<file path="src/rtl/wb_mast_seq_pkg.sv">
// wb_mast_seq shared types
// Response status codes and master FSM states.
package wb_mast_seq_pkg;

  typedef enum logic [1:0] {
    ST_OK  = 2'd0,
    ST_ERR = 2'd1,
    ST_RTY = 2'd2,
    ST_TMO = 2'd3
  } status_e;

  typedef enum logic [1:0] {
    S_IDLE  = 2'd0,
    S_BUS   = 2'd1,
    S_RETRY = 2'd2,
    S_RESP  = 2'd3
  } state_e;

endpackage

</file>
<file path="src/rtl/wb_mast_seq_cmd_fifo.sv">
// wb_cmd_fifo: synchronous command FIFO
// Extra pointer MSB separates full from empty.
module wb_cmd_fifo #(
  parameter int W     = 8,
  parameter int DEPTH = 4
) (
  input  logic         clk,
  input  logic         rst,
  input  logic         i_push,
  input  logic [W-1:0] i_din,
  input  logic         i_pop,
  output logic [W-1:0] o_dout,
  output logic         o_full,
  output logic         o_empty
);

  localparam int PW = $clog2(DEPTH);

  logic [PW:0]  r_wptr;
  logic [PW:0]  r_rptr;
  logic [W-1:0] r_mem [DEPTH];
  logic         w_wr;
  logic         w_rd;

  assign w_wr    = i_push & ~o_full;
  assign w_rd    = i_pop & ~o_empty;
  assign o_empty = (r_wptr == r_rptr);
  assign o_full  = (r_wptr[PW] != r_rptr[PW]) &&
                   (r_wptr[PW-1:0] == r_rptr[PW-1:0]);
  assign o_dout  = r_mem[r_rptr[PW-1:0]];

  // Pointer advance on accepted push/pop.
  always_ff @(posedge clk or posedge rst) begin
    if (rst) begin
      r_wptr <= '0;
      r_rptr <= '0;
    end else begin
      if (w_wr) r_wptr <= r_wptr + 1'b1;
      if (w_rd) r_rptr <= r_rptr + 1'b1;
    end
  end

  // Storage write; contents need no reset.
  always_ff @(posedge clk) begin
    if (w_wr) r_mem[r_wptr[PW-1:0]] <= i_din;
  end

endmodule

</file>
<file path="src/rtl/wb_mast_seq.sv">
// wb_mast_seq: queued Wishbone classic master
// Single read/write per command with retry and timeout.
module wb_mast_seq
  import wb_mast_seq_pkg::*;
#(
  parameter int AW        = 32,
  parameter int DW        = 32,
  parameter int SW        = DW / 8,
  parameter int DEPTH     = 4,
  parameter int TIMEOUT   = 255,
  parameter int MAX_RETRY = 3
) (
  input  logic          clk,
  input  logic          rst,
  input  logic          cmd_valid,
  output logic          cmd_ready,
  input  logic          cmd_we,
  input  logic [AW-1:0] cmd_adr,
  input  logic [DW-1:0] cmd_dat,
  input  logic [SW-1:0] cmd_sel,
  output logic          rsp_valid,
  input  logic          rsp_ready,
  output logic [DW-1:0] rsp_dat,
  output logic [1:0]    rsp_status,
  output logic          busy,
  output logic [AW-1:0] wb_adr_o,
  output logic [DW-1:0] wb_dat_o,
  input  logic [DW-1:0] wb_dat_i,
  output logic [SW-1:0] wb_sel_o,
  output logic          wb_we_o,
  output logic          wb_cyc_o,
  output logic          wb_stb_o,
  input  logic          wb_ack_i,
  input  logic          wb_err_i,
  input  logic          wb_rty_i
);

  localparam int FW = 1 + AW + DW + SW;

  state_e        r_state, w_nxt_state;
  status_e       r_status, w_nxt_status;
  logic          r_we, w_nxt_we;
  logic [AW-1:0] r_adr, w_nxt_adr;
  logic [DW-1:0] r_dat, w_nxt_dat;
  logic [SW-1:0] r_sel, w_nxt_sel;
  logic          r_cyc, w_nxt_cyc;
  logic [7:0]    r_retry, w_nxt_retry;
  logic [7:0]    r_tmo, w_nxt_tmo;
  logic [DW-1:0] r_rdat, w_nxt_rdat;

  logic          w_full;
  logic          w_empty;
  logic          w_push;
  logic          w_pop;
  logic [FW-1:0] w_fdout;
  logic          w_f_we;
  logic [AW-1:0] w_f_adr;
  logic [DW-1:0] w_f_dat;
  logic [SW-1:0] w_f_sel;

  assign cmd_ready = ~w_full;
  assign w_push    = cmd_valid & ~w_full;
  assign w_pop     = (r_state == S_IDLE) & ~w_empty;
  assign {w_f_we, w_f_adr, w_f_dat, w_f_sel} = w_fdout;

  wb_cmd_fifo #(
    .W     (FW),
    .DEPTH (DEPTH)
  ) u_fifo (
    .clk     (clk),
    .rst     (rst),
    .i_push  (w_push),
    .i_din   ({cmd_we, cmd_adr, cmd_dat, cmd_sel}),
    .i_pop   (w_pop),
    .o_dout  (w_fdout),
    .o_full  (w_full),
    .o_empty (w_empty)
  );

  assign rsp_valid  = (r_state == S_RESP);
  assign rsp_dat    = r_rdat;
  assign rsp_status = r_status;
  assign busy       = ~w_empty | (r_state != S_IDLE);
  assign wb_adr_o   = r_adr;
  assign wb_dat_o   = r_dat;
  assign wb_sel_o   = r_sel;
  assign wb_we_o    = r_we;
  assign wb_cyc_o   = r_cyc;
  assign wb_stb_o   = r_cyc;

  // State and command/response registers.
  always_ff @(posedge clk or posedge rst) begin
    if (rst) begin
      r_state  <= S_IDLE;
      r_status <= ST_OK;
      r_we     <= 1'b0;
      r_adr    <= '0;
      r_dat    <= '0;
      r_sel    <= '0;
      r_cyc    <= 1'b0;
      r_retry  <= '0;
      r_tmo    <= '0;
      r_rdat   <= '0;
    end else begin
      r_state  <= w_nxt_state;
      r_status <= w_nxt_status;
      r_we     <= w_nxt_we;
      r_adr    <= w_nxt_adr;
      r_dat    <= w_nxt_dat;
      r_sel    <= w_nxt_sel;
      r_cyc    <= w_nxt_cyc;
      r_retry  <= w_nxt_retry;
      r_tmo    <= w_nxt_tmo;
      r_rdat   <= w_nxt_rdat;
    end
  end

  // Next state; bus responses only count once cyc is up.
  always_comb begin
    w_nxt_state  = r_state;
    w_nxt_status = r_status;
    w_nxt_we     = r_we;
    w_nxt_adr    = r_adr;
    w_nxt_dat    = r_dat;
    w_nxt_sel    = r_sel;
    w_nxt_cyc    = r_cyc;
    w_nxt_retry  = r_retry;
    w_nxt_tmo    = r_tmo;
    w_nxt_rdat   = r_rdat;
    unique case (r_state)
      S_IDLE: begin
        if (!w_empty) begin
          w_nxt_we     = w_f_we;
          w_nxt_adr    = w_f_adr;
          w_nxt_dat    = w_f_dat;
          w_nxt_sel    = w_f_sel;
          w_nxt_retry  = '0;
          w_nxt_tmo    = '0;
          w_nxt_status = ST_OK;
          w_nxt_rdat   = '0;
          w_nxt_state  = S_BUS;
        end
      end
      S_BUS: begin
        if (!r_cyc) begin
          w_nxt_cyc = 1'b1;
        end else if (wb_err_i) begin
          w_nxt_status = ST_ERR;
          w_nxt_rdat   = '0;
          w_nxt_cyc    = 1'b0;
          w_nxt_state  = S_RESP;
        end else if (wb_rty_i) begin
          w_nxt_cyc = 1'b0;
          if (r_retry == 8'(MAX_RETRY)) begin
            w_nxt_status = ST_RTY;
            w_nxt_rdat   = '0;
            w_nxt_state  = S_RESP;
          end else begin
            w_nxt_retry = r_retry + 8'd1;
            w_nxt_state = S_RETRY;
          end
        end else if (wb_ack_i) begin
          w_nxt_status = ST_OK;
          w_nxt_rdat   = r_we ? '0 : wb_dat_i;
          w_nxt_cyc    = 1'b0;
          w_nxt_state  = S_RESP;
        end else if (r_tmo == 8'(TIMEOUT - 1)) begin
          w_nxt_status = ST_TMO;
          w_nxt_rdat   = '0;
          w_nxt_cyc    = 1'b0;
          w_nxt_state  = S_RESP;
        end else begin
          w_nxt_tmo = r_tmo + 8'd1;
        end
      end
      S_RETRY: begin
        w_nxt_tmo   = '0;
        w_nxt_cyc   = 1'b1;
        w_nxt_state = S_BUS;
      end
      S_RESP: begin
        if (rsp_ready) w_nxt_state = S_IDLE;
      end
    endcase
  end

endmodule

</file>
<file path="config.mk">
export PLATFORM = sky130hd
export DESIGN_NAME = wb_mast_seq
export DESIGN_NICKNAME = d
export VERILOG_FILES = /design/src/rtl/wb_mast_seq_pkg.sv /design/src/rtl/wb_mast_seq_cmd_fifo.sv /design/src/rtl/wb_mast_seq.sv
export SDC_FILE = /design/constraint.sdc
export NUM_CORES = 1
export LEC_CHECK = 0
export ABC_AREA = 1
export CORE_ASPECT_RATIO = 1.4
export CORE_UTILIZATION = 55
export DETAILED_ROUTE_END_ITERATION = 12
export DONT_BUFFER_PORTS = 1
export PLACE_DENSITY = 0.78
export SYNTH_ARGS = -nofsm -noshare
export SYNTH_HDL_FRONTEND = slang
export SYNTH_HIERARCHICAL = 1
export SYNTH_SLANG_ARGS = --single-unit
</file>
<file path="constraint.sdc">
create_clock -name clk -period 5.3 [get_ports clk]
set_input_delay 0.53 -clock clk [delete_from_list [all_inputs] [get_ports clk]]
set_output_delay 0.53 -clock clk [all_outputs]
set_load 0.02 [all_outputs]
</file>
Yosys cells after proc, flatten, opt, wreduce, memory -nomap -nowiden --
Memories as Yosys holds them, arrays and structs flattened. A register that Yosys moved wholly into a read port is not among the register bits. Index checks and enable logic that the tools add are counted.
Storage, ports and cells: bits in registers 59, input bits 108, output and inout bits 108, memory bits (writable) 276, word-level logic and storage cells 95, memories kept 1
Operators by class: eq/ne operators 19, muxes and demuxes 45, bitwise logic cells 7, add/subtract/negate cells 4, reduce and logical (&&, ||, !) cells 11
Memories:
- u_fifo.r_mem | depth 4, width 69, read ports 1, clocked after memory_dff 1, write ports 1, RTL line wb_mast_seq_cmd_fifo.sv:21 | logic [W-1:0] r_mem [DEPTH];
Operators with widths (count):
- $mux W32 | 8
- $mux W8 | 10
- $pmux W32 S2 | 1
- $mux W2 | 13
- $pmux W8 S3 | 1
- $add A8 B1 Y8 const B | 2
- $ne A2 B2 Y1 const B | 8
- $pmux W8 S2 | 1
- $eq A8 B2 Y1 const B | 1
- $eq A8 B8 Y1 const B | 1
- $mux W1 | 8
- $pmux W2 S4 | 1
- $reduce_and A7 Y1 | 1
- $add A3 B1 Y3 const B | 2
- $reduce_and A6 Y1 | 1
- $reduce_bool A2 Y1 | 3
- $ne A5 B5 Y1 const B | 1
- $reduce_and A5 Y1 | 1
- $and A1 B1 Y1 | 4
- $eq A2 B2 Y1 const B | 2
- $ne A4 B4 Y1 const B | 1
- $pmux W2 S2 | 1
- $reduce_and A4 Y1 | 1
- $eq A3 B3 Y1 | 1
- 11 further kinds | 12

Longest topological paths before layout --
Gate-level depths: netlist of the first run.
depth after elaboration 7, mapped depth 13, depth with buffers taken out 11

Hierarchy --
The synthesis of the first run kept the hierarchy.
By module, submodules not included:
- wb_cmd_fifo | instances 1, cells an instance 729, area an instance 10705.3 um2, sequential area each 8438.1 um2
- wb_mast_seq | instances 1, cells an instance 706, area an instance 5612.9 um2, sequential area each 3052.9 um2

Worst setup path after synthesis of the first run --
Ideal clock, no wire load.
path type register to register, from register u_fifo.r_rptr[0], to memory u_fifo/r_mem[0][0] (netlist name) (enable), clock period less this slack 4591 ps, path buffers 1, data arrival time 4094 ps, library setup time 496 ps, required time 4804 ps, setup slack 709 ps, stages on the path, launching flop included 8, cell sequence dfrtp_1 buf_6 xnor2_2 nand3_2 inv_2 nor2_1 nand2_2 nor2_1
Between the ends: cells in the longest elaborated chain, start to end 7
RTL lines:
- start, declared | RTL line wb_mast_seq_cmd_fifo.sv:20 | logic [PW:0] r_rptr;
- start signal, assigned | RTL line wb_mast_seq_cmd_fifo.sv:39 | if (w_rd) r_rptr <= r_rptr + 1'b1;
- $eq A2 B2 Y1 | RTL line wb_mast_seq_cmd_fifo.sv:29 | (r_wptr[PW-1:0] == r_rptr[PW-1:0]);
- $logic_and A1 B1 Y1 | RTL line wb_mast_seq_cmd_fifo.sv:28 | assign o_full = (r_wptr[PW] != r_rptr[PW]) &&
- via w_full | RTL line wb_mast_seq.sv:51 | logic w_full;
- $not A1 Y1 | RTL line wb_mast_seq.sv:62 | assign w_push = cmd_valid & ~w_full;
- $and A1 B1 Y1 | RTL line wb_mast_seq.sv:62
- via w_push | RTL line wb_mast_seq.sv:53 | logic w_push;
- $and A1 B1 Y1 | RTL line wb_mast_seq_cmd_fifo.sv:25 | assign w_wr = i_push & ~o_full;
- $mux W1 | RTL line wb_mast_seq_cmd_fifo.sv:45 | if (w_wr) r_mem[r_wptr[PW-1:0]] <= i_din;
- $mux W1 (not written as such) | RTL line wb_mast_seq_cmd_fifo.sv:45
- end, declared | RTL line wb_mast_seq_cmd_fifo.sv:21
The timed path passes the listed nets, and every way through them passes these cells.

Final worst setup path of the first run --
from register u_fifo.r_rptr[0], to register r_rdat[0] (netlist: rsp_dat[0])
Between the ends: cells in the longest elaborated chain, start to end 3
RTL lines:
- $eq A3 B3 Y1 | RTL line wb_mast_seq_cmd_fifo.sv:27 | assign o_empty = (r_wptr == r_rptr);
- via w_empty | RTL line wb_mast_seq.sv:52 | logic w_empty;
- $ne A2 B2 Y1 (no line)
- $reduce_and A5 Y1 (no line)
- end signal, assigned | RTL line wb_mast_seq.sv:114 | r_rdat <= w_nxt_rdat;
- end, declared | RTL line wb_mast_seq.sv:49 | logic [DW-1:0] r_rdat, w_nxt_rdat;
The timed path passes the listed nets, and every way through them passes these cells. A chain may end at the register's enable or synchronous reset.

==> results of run 1 <==
worst max-delay path, cell delays in order, from the launching register on:
cell and delay, ns:
dfrtp_4 0.89, xnor2_2 0.18, nand3_2 0.15, inv_2 0.07, nand2_1 0.22, o21ai_1 0.23, nor2_4 0.74, nand3_4 0.47
nand2_1 0.20, nand2_1 0.08
flip-flops by register name, indices dropped and copies added (netlist names):
| signal | cells |
|---|---|
| r_retry | 8 |
| wb_adr_o | 32 |
| wb_dat_o | 32 |
| wb_sel_o | 4 |
| rsp_status | 2 |
| r_tmo | 8 |
| wb_cyc_o | 1 |
| u_fifo/r_rptr | 3 |
| u_fifo/r_wptr | 3 |
| rsp_dat | 32 |
| u_fifo/r_mem | 276 |
| r_state | 2 |
| wb_we_o | 1 |
cells by family after synthesis:
family / Yosys count / share of synthesized area
AND/OR/NAND/NOR: 637 / 0.160
buffers and inverters: 153 / 0.0464
AO/OA/AOI/OAI: 223 / 0.0765
flip-flops: 404 / 0.704
XOR/XNOR: 6 / 0.00368
adder cells (fa/ha/maj): 12 / 0.00920
routing by layer:
layer	GRT usage	vias to the layer above	part of all wire
met2	0.423	385	0.52
met4	0.0784	0	0.024
met1	0.267	5124	0.38
li1	-	4846	-
met3	0.0641	51	0.081
met5	0	-	0
placed cells by master (no fill, tap or decap), types with 2 or more instances in the layout:
cell | Yosys | final
a21oi_1 | 2 | 2
buf_4 | 4 | 14
bufinv_16 | 0 | 7
clkbuf_1 | 34 | 2
clkbuf_16 | 0 | 37
clkbuf_8 | 0 | 7
clkinv_1 | 0 | 2
clkinv_2 | 0 | 6
clkinv_4 | 0 | 2
clkinvlp_4 | 0 | 3
dfrtp_1 | 128 | 126
edfxtp_1 | 276 | 276
ha_1 | 12 | 12
inv_1 | 66 | 64
inv_2 | 6 | 6
inv_6 | 0 | 3
nand2_1 | 370 | 370
nand2_2 | 4 | 4
nand3_1 | 22 | 22
nand3_2 | 2 | 2
nand3_4 | 3 | 3
nand3b_1 | 3 | 3
nand4_1 | 36 | 36
nor2_1 | 191 | 188
nor2_4 | 2 | 6
nor3_1 | 2 | 2
o21ai_0 | 103 | 103
o21ai_1 | 36 | 36
o21ai_2 | 10 | 10
o22ai_1 | 69 | 69
xor2_1 | 4 | 4
power breakdown:
part           internal [uW]  total [uW]  switching, uW
clock network           1730        2870           1140
registers               4270        5090            825
logic                    780        2880           2100
area by class of cell:
cell class / count / area [um2]
repair buffers: 15 / 115
fillers: 2246 / 11400
multi-input cells: 878 / 4100
flip-flops and latches: 404 / 11500
clock buffers: 46 / 1030
inverters: 73 / 283
well taps: 380 / 475
clock inverters: 21 / 300
worst max path at each step:
stage | end | cells past startpoint | slack (ns)
3_5_place_dp | rsp_dat[3]$_DFFE_PP0P_ | 9 | 1.94
2_1_floorplan | u_fifo/r_mem[0][0]$_DFFE_PP_ | 7 | 0.71
4_1_cts | rsp_dat[4]$_DFFE_PP0P_ | 9 | 1.94
3_3_place_gp | rsp_dat[4]$_DFFE_PP0P_ | 9 | 2.09
5_1_grt | rsp_dat[4]$_DFFE_PP0P_ | 9 | 1.71
6_report | rsp_dat[0]$_DFFE_PP0P_ | 9 | 1.93
metrics by stage:
step / utilization / hold slack (ns) / instances / total power, uW / setup WS (ns)
after floorplan: - / 0.321 / 1435 / 7380 / 0.709
after global placement: 0.564 / 0.348 / 1749 / 7890 / 2.09
after detailed placement: 0.564 / 0.353 / 1749 / 8030 / 1.94
after CTS: 0.610 / 0.0606 / 1817 / 10900 / 1.94
after global routing: 0.610 / 0.0586 / 1817 / 11400 / 1.71
final: 0.610 / 0.0878 / 1817 / 10800 / 1.93
repair_timing:
item                                   4_1_cts  5_1_grt
endpoints found under the hold margin       64        0
hold buffers                                 1        0
resized for setup                            0        0
==> metrics, run 1 <==
endpoint class of the critical path=register; Inserted Clock Buffers=37; Die Ht=206 um; CP required=5.70 ns; Finished Cell Area=0.0178 mm2; Synth area leader=edfxtp_1; YS warnings=6; Mean Syn Cell Area=11.4 um2; count leader, synth=nand2_1; commonest cells in the netlist=370 x nand2_1, 276 x edfxtp_1, 191 x nor2_1; initial antenna violation count=0; largest net degree at the start of global routing=between 100 and 150; critical path arrival=about 3.8 ns; Worst Hold End=u_fifo/r_mem[2][31]$_DFFE_PP_; layout cells sized above 1=0.0807; gr usage total=0.234; row count=74; Tightest Pin Transition=1.18 ns; Setup Buffers After CTS=0; final hold vios=0; slew margin rel.=0.211; first-pass GRT wire length=54.8 mm; initial DRC count=between 600 and 700; die width=148 um; worst min-delay path category=in2reg; CTS clk-pin slew, worst paths=approximately 0.070 ns; RR Endpoint=rsp_dat[0]$_DFFE_PP0P_; via count=roughly 10000; Pleak=a little over 0.007 uW; antenna cells=0; htree depth=2; endpoints failing setup=0; final period utilization=0.637; Area growth syn-to-layout=9.06%; Final HPWL DP=21.1 mm; Worst Skew=0.0229 ns; Final #Nets=1529; Seq/Total Area, Yosys=0.704; RSZ-0062 raised after global routing=no; routed length per placed instance=between 15 and 20 um; WS Path Type=reg2reg; maxcap violations=0; post-synth net total=1555; Netlist cell types=33; PD cells=a little over 600 mW/mm2; Post-synth EDFFs=276; FF-to-FF path depth=9; total gr overflow=0; FFs w/ async S/R, synth=0.317; RD Place Congestion=about 0.8; drt drc=0; vias in the first global route=between 10000 and 15000; CTS tree=yes; Detailed Route WL=35.2 mm; Vias/cell=5.73; num ports=216; CP Launch Type=register; RR Startpoint=u_fifo/r_rptr[0]$_DFFE_PP0P_; Clock Latency Late Sink=0.53 ns; peak fanout along the critical path=68; top post-synthesis cells by area=edfxtp_1 51%, dfrtp_1 20%, nand2_1 8.5%; Post-Syn Instances=approximately 1400; share of the synthesized area in the top cell type=0.508; initial core utilization=0.560; Port-buffer cells=0; setup tns final=0 ns; clock buffer depth=3; #FFs+latches synth=around 400; max-slew violations=0; Detail Route Antenna Nets=0; peak supply drop=424 uV; hold path depth=0; Synth Flop Type=edfxtp_1; Root Buffer Master=clkbuf_16; Detailed Routing Iterations Pass 1=5; Peak Freq=296 MHz; area of the core=0.0292 mm2; crit path launch=u_fifo/r_rptr[0]$_DFFE_PP0P_; CTS sink count=404; status=completed; Placement Cell Area=between 0.015 and 0.02 mm2; synthesized area=approximately 0.016 mm2; Die Area=0.0304 mm2; Final min period=3.37 ns; reg-to-reg slack, setup=1.93 ns; min-delay src=cmd_dat[27]
No activity file was read; power rests on OpenSTA's default activity.
==> run 2, diff against run 1 <==
--- a/config.mk
+++ b/config.mk
@@ -10,7 +10,7 @@
 export CORE_UTILIZATION = 55
 export DETAILED_ROUTE_END_ITERATION = 12
 export DONT_BUFFER_PORTS = 1
-export PLACE_DENSITY = 0.78
+export PLACE_DENSITY = 0.81
 export SYNTH_ARGS = -nofsm -noshare
 export SYNTH_HDL_FRONTEND = slang
 export SYNTH_HIERARCHICAL = 1
==> constraint.sdc (replaced) <==
create_clock -name clk -period 2.9 [get_ports clk]
set_input_delay 0.29 -clock clk [delete_from_list [all_inputs] [get_ports clk]]
set_output_delay 0.29 -clock clk [all_outputs]
set_load 0.02 [all_outputs]
==> run 2 against run 1 <==
  * Utilization rose by 2.2 points
  * Cell count rose by 4.7%
  * Clock power increased by 60%
  * Non-clock buffer count rose by 86
  * Die area unchanged
  * First-iteration DRC count grew 31%
  * Wire length grew 3.9%
  * Largest power group unchanged
==> metrics, run 2 (synthesis gave the netlist of run 1 again) <==
Port-buffer cells=0 (unchanged); slew margin rel.=0.307 (was 0.211); Pleak=0.00746 uW (was 0.00721 uW); crit-path cells=inv_1, ha_1, nor2_1, nor2_4, nand3_4, nand2_1, nand2_1 (was xnor2_2, nand3_2, inv_2, nand2_1, o21ai_1, nor2_4, nand3_4, nand2_1, nand2_1); most common library cell in the layout ignoring fill and taps=nand2_1 (unchanged); Final #Nets=1616 (was 1529); Final HPWL DP=20.4 mm (was 21.1 mm); total power=19600 uW (was 10800 uW); Detailed Route WL=36.6 mm (was 35.2 mm); layout cells sized above 1=0.0749 (was 0.0807); status=completed (unchanged); CP required=3.30 ns (was 5.70 ns); Detailed Routing Iterations Pass 1=7 (was 5); CTS sink count=404 (unchanged); peak supply drop=689 uV (was 424 uV); highest-count cells in the layout ignoring fill and taps=370 x nand2_1, 276 x edfxtp_1, 188 x nor2_1 (unchanged); die width=148 um (unchanged); gr usage total=0.240 (was 0.234); hold path depth=4 (was 0); Detail Route Antenna Nets=0 (unchanged); endpoints failing setup=0 (unchanged); initial DRC count=868 (was 663); worst min-delay path category=in2reg (unchanged); RSZ-0062 raised after global routing=no (unchanged); first-pass GRT wire length=56.3 mm (was 54.8 mm); Tightest Pin Transition=1.04 ns (was 1.18 ns); final hold vios=0 (unchanged); initial antenna violation count=0 (unchanged); Die Area=0.0304 mm2 (unchanged); largest net degree at the start of global routing=103 (was 105); CTS clk-pin slew, worst paths=0.06 ns (was 0.07 ns); Clock Latency Late Sink=0.54 ns (was 0.53 ns); Peak Freq=386 MHz (was 296 MHz); maxcap violations=0 (unchanged); htree depth=2 (unchanged); Vias/cell=5.67 (was 5.73); clock buffer depth=3 (unchanged); routed length per placed instance=19.2 um (was 19.4 um); crit-path most repeated cell=nand2_1 (unchanged); peak fanout along the critical path=34 (was 68); vias in the first global route=11000 (was 10400); CP max stage delay=0.53 ns (was 0.89 ns); CTS tree=yes (unchanged); num ports=216 (unchanged); max FFs per register=276 (unchanged); Worst path slowest cell=nor2_4 (was dfrtp_4); WS Path Type=reg2reg (unchanged); endpoint class of the critical path=register (unchanged); total gr overflow=0 (unchanged); Critical Path Stages=7 (was 9); antenna cells=0 (unchanged); worst hold slack=0.0160 ns (was 0.0878 ns); Resized cells post-CTS=0 (unchanged); Final min period=2.59 ns (was 3.37 ns); via count=10800 (was 10400); Crit path max-delay family=simple AND/OR/NAND/NOR gates (unchanged); Area growth syn-to-layout=13.0% (was 9.06%); max-slew violations=0 (unchanged); CP bufs+invs=1 (unchanged); area of the core=0.0292 mm2 (unchanged); Worst Skew=0.0353 ns (was 0.0229 ns); PD cells=1060 mW/mm2 (was 609 mW/mm2); Inserted Clock Buffers=37 (unchanged); drt drc=0 (unchanged); final period utilization=0.893 (was 0.637); critical path arrival=2.99 ns (was 3.78 ns); RD Place Congestion=0.847 (was 0.806); Root Buffer Master=clkbuf_16 (unchanged); initial core utilization=0.560 (unchanged); Die Ht=206 um (unchanged); CP Launch Type=register (unchanged); FF-to-FF path depth=7 (was 9); row count=74 (unchanged)
## run 2: cell types whose count changed in the layout (fill, tap and decap cells not counted), moves of 3 or more
cell           before  now
dlygate4sd3_1       1   75
inv_6               3    0
buf_4              14   24
clkbuf_8            7    1
clkinv_1            2    5
bufinv_16           7    2
clkbuf_1            2   12
## run 2: tightest hold or removal path: stages
cell and delay [ns]:
inv_1 0.03, nor2_1 0.04, nand4_1 0.09, nand2_1 0.05
## run 2: stage by stage
stage / instances / setup TNS, ns / instance area (um2) / setup slack, ns / utilization
2_1_floorplan: 1435 / -113.48 / 16300 / -0.548 / -
3_3_place_gp: 1761 / 0 / 16600 / 0.273 / 0.568
3_5_place_dp: 1761 / 0 / 16600 / 0.137 / 0.568
4_1_cts: 1901 / 0 / 18400 / 0.134 / 0.632
5_1_grt: 1902 / 0 / 18400 / 0.116 / 0.632
6_report: 1902 / 0 / 18400 / 0.312 / 0.632
## run 2: final timing paths
check,startpoint,to,slack (ns)
setup reg to reg,r_state[1]$_DFFE_PP0P_,rsp_dat[3]$_DFFE_PP0P_,0.31
hold / removal,wb_dat_i[5],rsp_dat[5]$_DFFE_PP0P_,0.02
min in group asynchronous,rst,wb_dat_o[25]$_DFFE_PP0P_,0.21
setup / recovery,r_state[1]$_DFFE_PP0P_,rsp_dat[3]$_DFFE_PP0P_,0.31
hold reg to reg,r_retry[6]$_DFFE_PP0P_,r_retry[6]$_DFFE_PP0P_,0.51
max in group asynchronous,rst,wb_dat_o[4]$_DFFE_PP0P_,1.86
## run 2: power breakdown
part | internal [uW] | switching, uW
registers | 7800 | 1470
clock network | 2560 | 2030
logic | 1590 | 4120
## run 2: routing by layer
metal	wire, um	track usage
met1	13100	0.263
met2	19200	0.436
met3	3240	0.0616
met4	1080	0.105
met5	0	0
## run 2: final cells by class
| class | count | area (um2) |
|---|---|---|
| fill | 2102 | 10700 |
| clock inverter | 15 | 126 |
| clock buffer | 50 | 985 |
| multi-input combinational | 879 | 4100 |
| timing repair buffer | 101 | 971 |
| tap | 380 | 475 |
| inverter | 73 | 284 |
| sequential | 404 | 11500 |
## run 2: timing repair
item | 4_1_cts | 5_1_grt
endpoints found under the setup margin | 0 | 34
hold buffers | 75 | 0
setup buffers | 0 | 0
endpoints found under the hold margin | 296 | 0
==> run 3, diff against run 2 <==
--- a/config.mk
+++ b/config.mk
@@ -7,10 +7,10 @@
 export LEC_CHECK = 0
 export ABC_AREA = 1
 export CORE_ASPECT_RATIO = 1.4
-export CORE_UTILIZATION = 55
+export CORE_UTILIZATION = 57
 export DETAILED_ROUTE_END_ITERATION = 12
 export DONT_BUFFER_PORTS = 1
-export PLACE_DENSITY = 0.81
+export PLACE_DENSITY = 0.83
 export SYNTH_ARGS = -nofsm -noshare
 export SYNTH_HDL_FRONTEND = slang
 export SYNTH_HIERARCHICAL = 1
==> run 3 against run 2 <==
  * Via count rose by 2.9%
  * Wire length rose by 2.5%
  * Clock power rose by 6.3%
  * Cell count rose by 0.21%
  * Sequential power barely moved
  * Power rose by 2.3%
  * Combinational power rose by 3%
  * Clock skew fell by 0.025 ns
  * Global-route usage rose by 1.4 points
  * Final area rose by 1.3%
  * Sequential share of layout area fell by 0.81 points
  * Critical path type unchanged
  * Critical endpoint is now wb_dat_o[0]$_DFFE_PP0P_
  * Largest power group unchanged
  * Highest routed layer unchanged
==> metrics, run 3 (synthesis gave the netlist of run 1 again) <==
status=completed (unchanged); Final HPWL DP=20.8 mm (was 20.4 mm); Peak Freq=397 MHz (was 386 MHz); Setup Buffers After CTS=0 (unchanged); max-slew violations=0 (unchanged); PD cells=1070 mW/mm2 (was 1060 mW/mm2); Die Ht=202 um (was 206 um); switch share=0.385 (was 0.390); CTS sink count=404 (unchanged); Root Buffer Master=clkbuf_16 (unchanged); area of the core=0.0279 mm2 (was 0.0292 mm2); peak supply drop=910 uV (was 689 uV); Detail Route Antenna Nets=0 (unchanged); RSZ-0062 raised after global routing=no (unchanged); row count=72 (was 74); CP bufs+invs=2 (was 1); CTS clk-pin slew, worst paths=0.06 ns (about the same); Crit path max-delay family=buffers and inverters (was simple AND/OR/NAND/NOR gates); max FFs per register=276 (unchanged); WS Path Type=reg2reg (unchanged); num ports=216 (unchanged); endpoints failing setup=0 (unchanged); RR Startpoint=u_fifo/r_rptr[0]$_DFFE_PP0P_ (was r_state[1]$_DFFE_PP0P_); clock buffer depth=3 (unchanged); Clock Latency Late Sink=0.52 ns (was 0.54 ns); most common library cell in the layout ignoring fill and taps=nand2_1 (unchanged); layout cells sized above 1=0.0776 (was 0.0749); critical path arrival=2.97 ns (was 2.99 ns); CP max stage delay=0.66 ns (was 0.53 ns); Inserted Clock Buffers=38 (was 37); Worst Skew=0.0102 ns (was 0.0353 ns); crit-path cells=buf_4, buf_4, o21ai_0, o22ai_1, nand2_1, nand2_1 (was inv_1, ha_1, nor2_1, nor2_4, nand3_4, nand2_1, nand2_1); first-pass GRT wire length=58.2 mm (was 56.3 mm); initial core utilization=0.584 (was 0.560); CP Launch Type=register (unchanged); Pleak=0.00757 uW (was 0.00746 uW); initial DRC count=972 (was 868); initial antenna violation count=3 (was 0); min-delay src=wb_dat_i[19] (was wb_dat_i[5]); Vias/cell=5.83 (was 5.67); drt drc=0 (unchanged); htree depth=2 (unchanged); worst hold slack=0.0197 ns (was 0.0160 ns); peak fanout along the critical path=80 (was 34); FF-to-FF path depth=6 (was 7); vias in the first global route=11600 (was 11000); Resized cells post-CTS=0 (unchanged); pre-CTS WS=0.229 ns (was 0.137 ns); Seq pwr share=0.462 (was 0.474); final hold vios=0 (unchanged); routed length per placed instance=19.7 um (was 19.2 um); CTS tree=yes (unchanged); placed insts=1753 (was 1761); Die Area=0.0293 mm2 (was 0.0304 mm2); gr usage total=0.254 (was 0.240); final period utilization=0.868 (was 0.893); Port-buffer cells=0 (unchanged); Detailed Routing Iterations Pass 1=5 (was 7); highest-count cells in the layout ignoring fill and taps=370 x nand2_1, 276 x edfxtp_1, 188 x nor2_1 (unchanged); Net Switching=7700 uW (was 7620 uW); total gr overflow=0 (unchanged); Area growth syn-to-layout=14.5% (was 13.0%); hold path depth=4 (unchanged); slew margin rel.=0.403 (was 0.307); worst min-delay path category=in2reg (unchanged); Critical Path Stages=6 (was 7); Tightest Pin Transition=0.896 ns (was 1.04 ns); Comb pwr share=0.294 (was 0.292); RD Place Congestion=0.902 (was 0.847); fin cells=1906 (was 1902); Detailed Route WL=37.5 mm (was 36.6 mm); final worst-path setup slack=0.384 ns (was 0.312 ns); via count=11100 (was 10800); Final #Nets=1624 (was 1616); Final min period=2.52 ns (was 2.59 ns); largest net degree at the start of global routing=81 (was 103); maxcap violations=0 (unchanged); clock share of power=0.244 (was 0.234); Worst path slowest cell=buf_4 (was nor2_4); CP required=3.36 ns (was 3.30 ns); endpoint class of the critical path=register (unchanged); crit path launch=u_fifo/r_rptr[0]$_DFFE_PP0P_ (was r_state[1]$_DFFE_PP0P_); P_int=12300 uW (was 11900 uW); die width=145 um (was 148 um)
[run 3: stage by stage]
stage / TNS (ns) / utilization / instance area (um2) / power, uW
floorplan: -113.48 / - / 16300 / 13500
global placement: 0 / 0.596 / 16700 / 14700
detailed placement: 0 / 0.596 / 16700 / 14900
CTS: 0 / 0.669 / 18700 / 19900
global route: 0 / 0.669 / 18700 / 21000
finish: 0 / 0.669 / 18700 / 20000
[run 3: what timing repair did]
action	in CTS	in global routing
hold endpoints to repair	414	0
endpoints found under the setup margin	0	33
hold buffers	80	0
[run 3: layer usage]
metal  vias up  track usage  share of wire
li1       5031            -              -
met2       552        0.462           0.52
met4         0        0.124          0.032
met5         -            0              0
met1      5434        0.271           0.35
met3        91       0.0693          0.090
[run 3: layout make-up]
class                   count  area [um2]
well taps                 370         463
multi-input cells         879        4100
clock buffers              58        1110
fillers                  1862        9240
flip-flops and latches    404       11500
diodes                      3        7.51
clock inverters            11         106
inverters                  73         284
repair buffers            108        1110
[run 3: power groups by stage]
stage / combinational [uW] / clock, uW / sequential (uW)
after detailed placement: 5600 / 0 / 9330
after global placement: 5380 / 0 / 9280
after CTS: 5770 / 4930 / 9230
after floorplan: 4380 / 0 / 9080
final: 5890 / 4880 / 9250
after global routing: 6500 / 5150 / 9380
[run 3: final timing paths]
path                       slack, ns                            to
min                             0.02       rsp_dat[19]$_DFFE_PP0P_
max in group asynchronous       1.89      wb_adr_o[14]$_DFFE_PP0P_
max                             0.38       wb_dat_o[0]$_DFFE_PP0P_
max reg2reg                     0.38       wb_dat_o[0]$_DFFE_PP0P_
min reg2reg                     0.51        r_retry[6]$_DFFE_PP0P_
min in group asynchronous       0.23  u_fifo/r_wptr[1]$_DFFE_PP0P_
[run 3: worst reg2reg max path: stages (launching register included)]
cell     delay (ns)
dfrtp_4        0.42
buf_4          0.66
buf_4          0.65
o21ai_0        0.25
o22ai_1        0.26
nand2_1        0.11
nand2_1        0.10
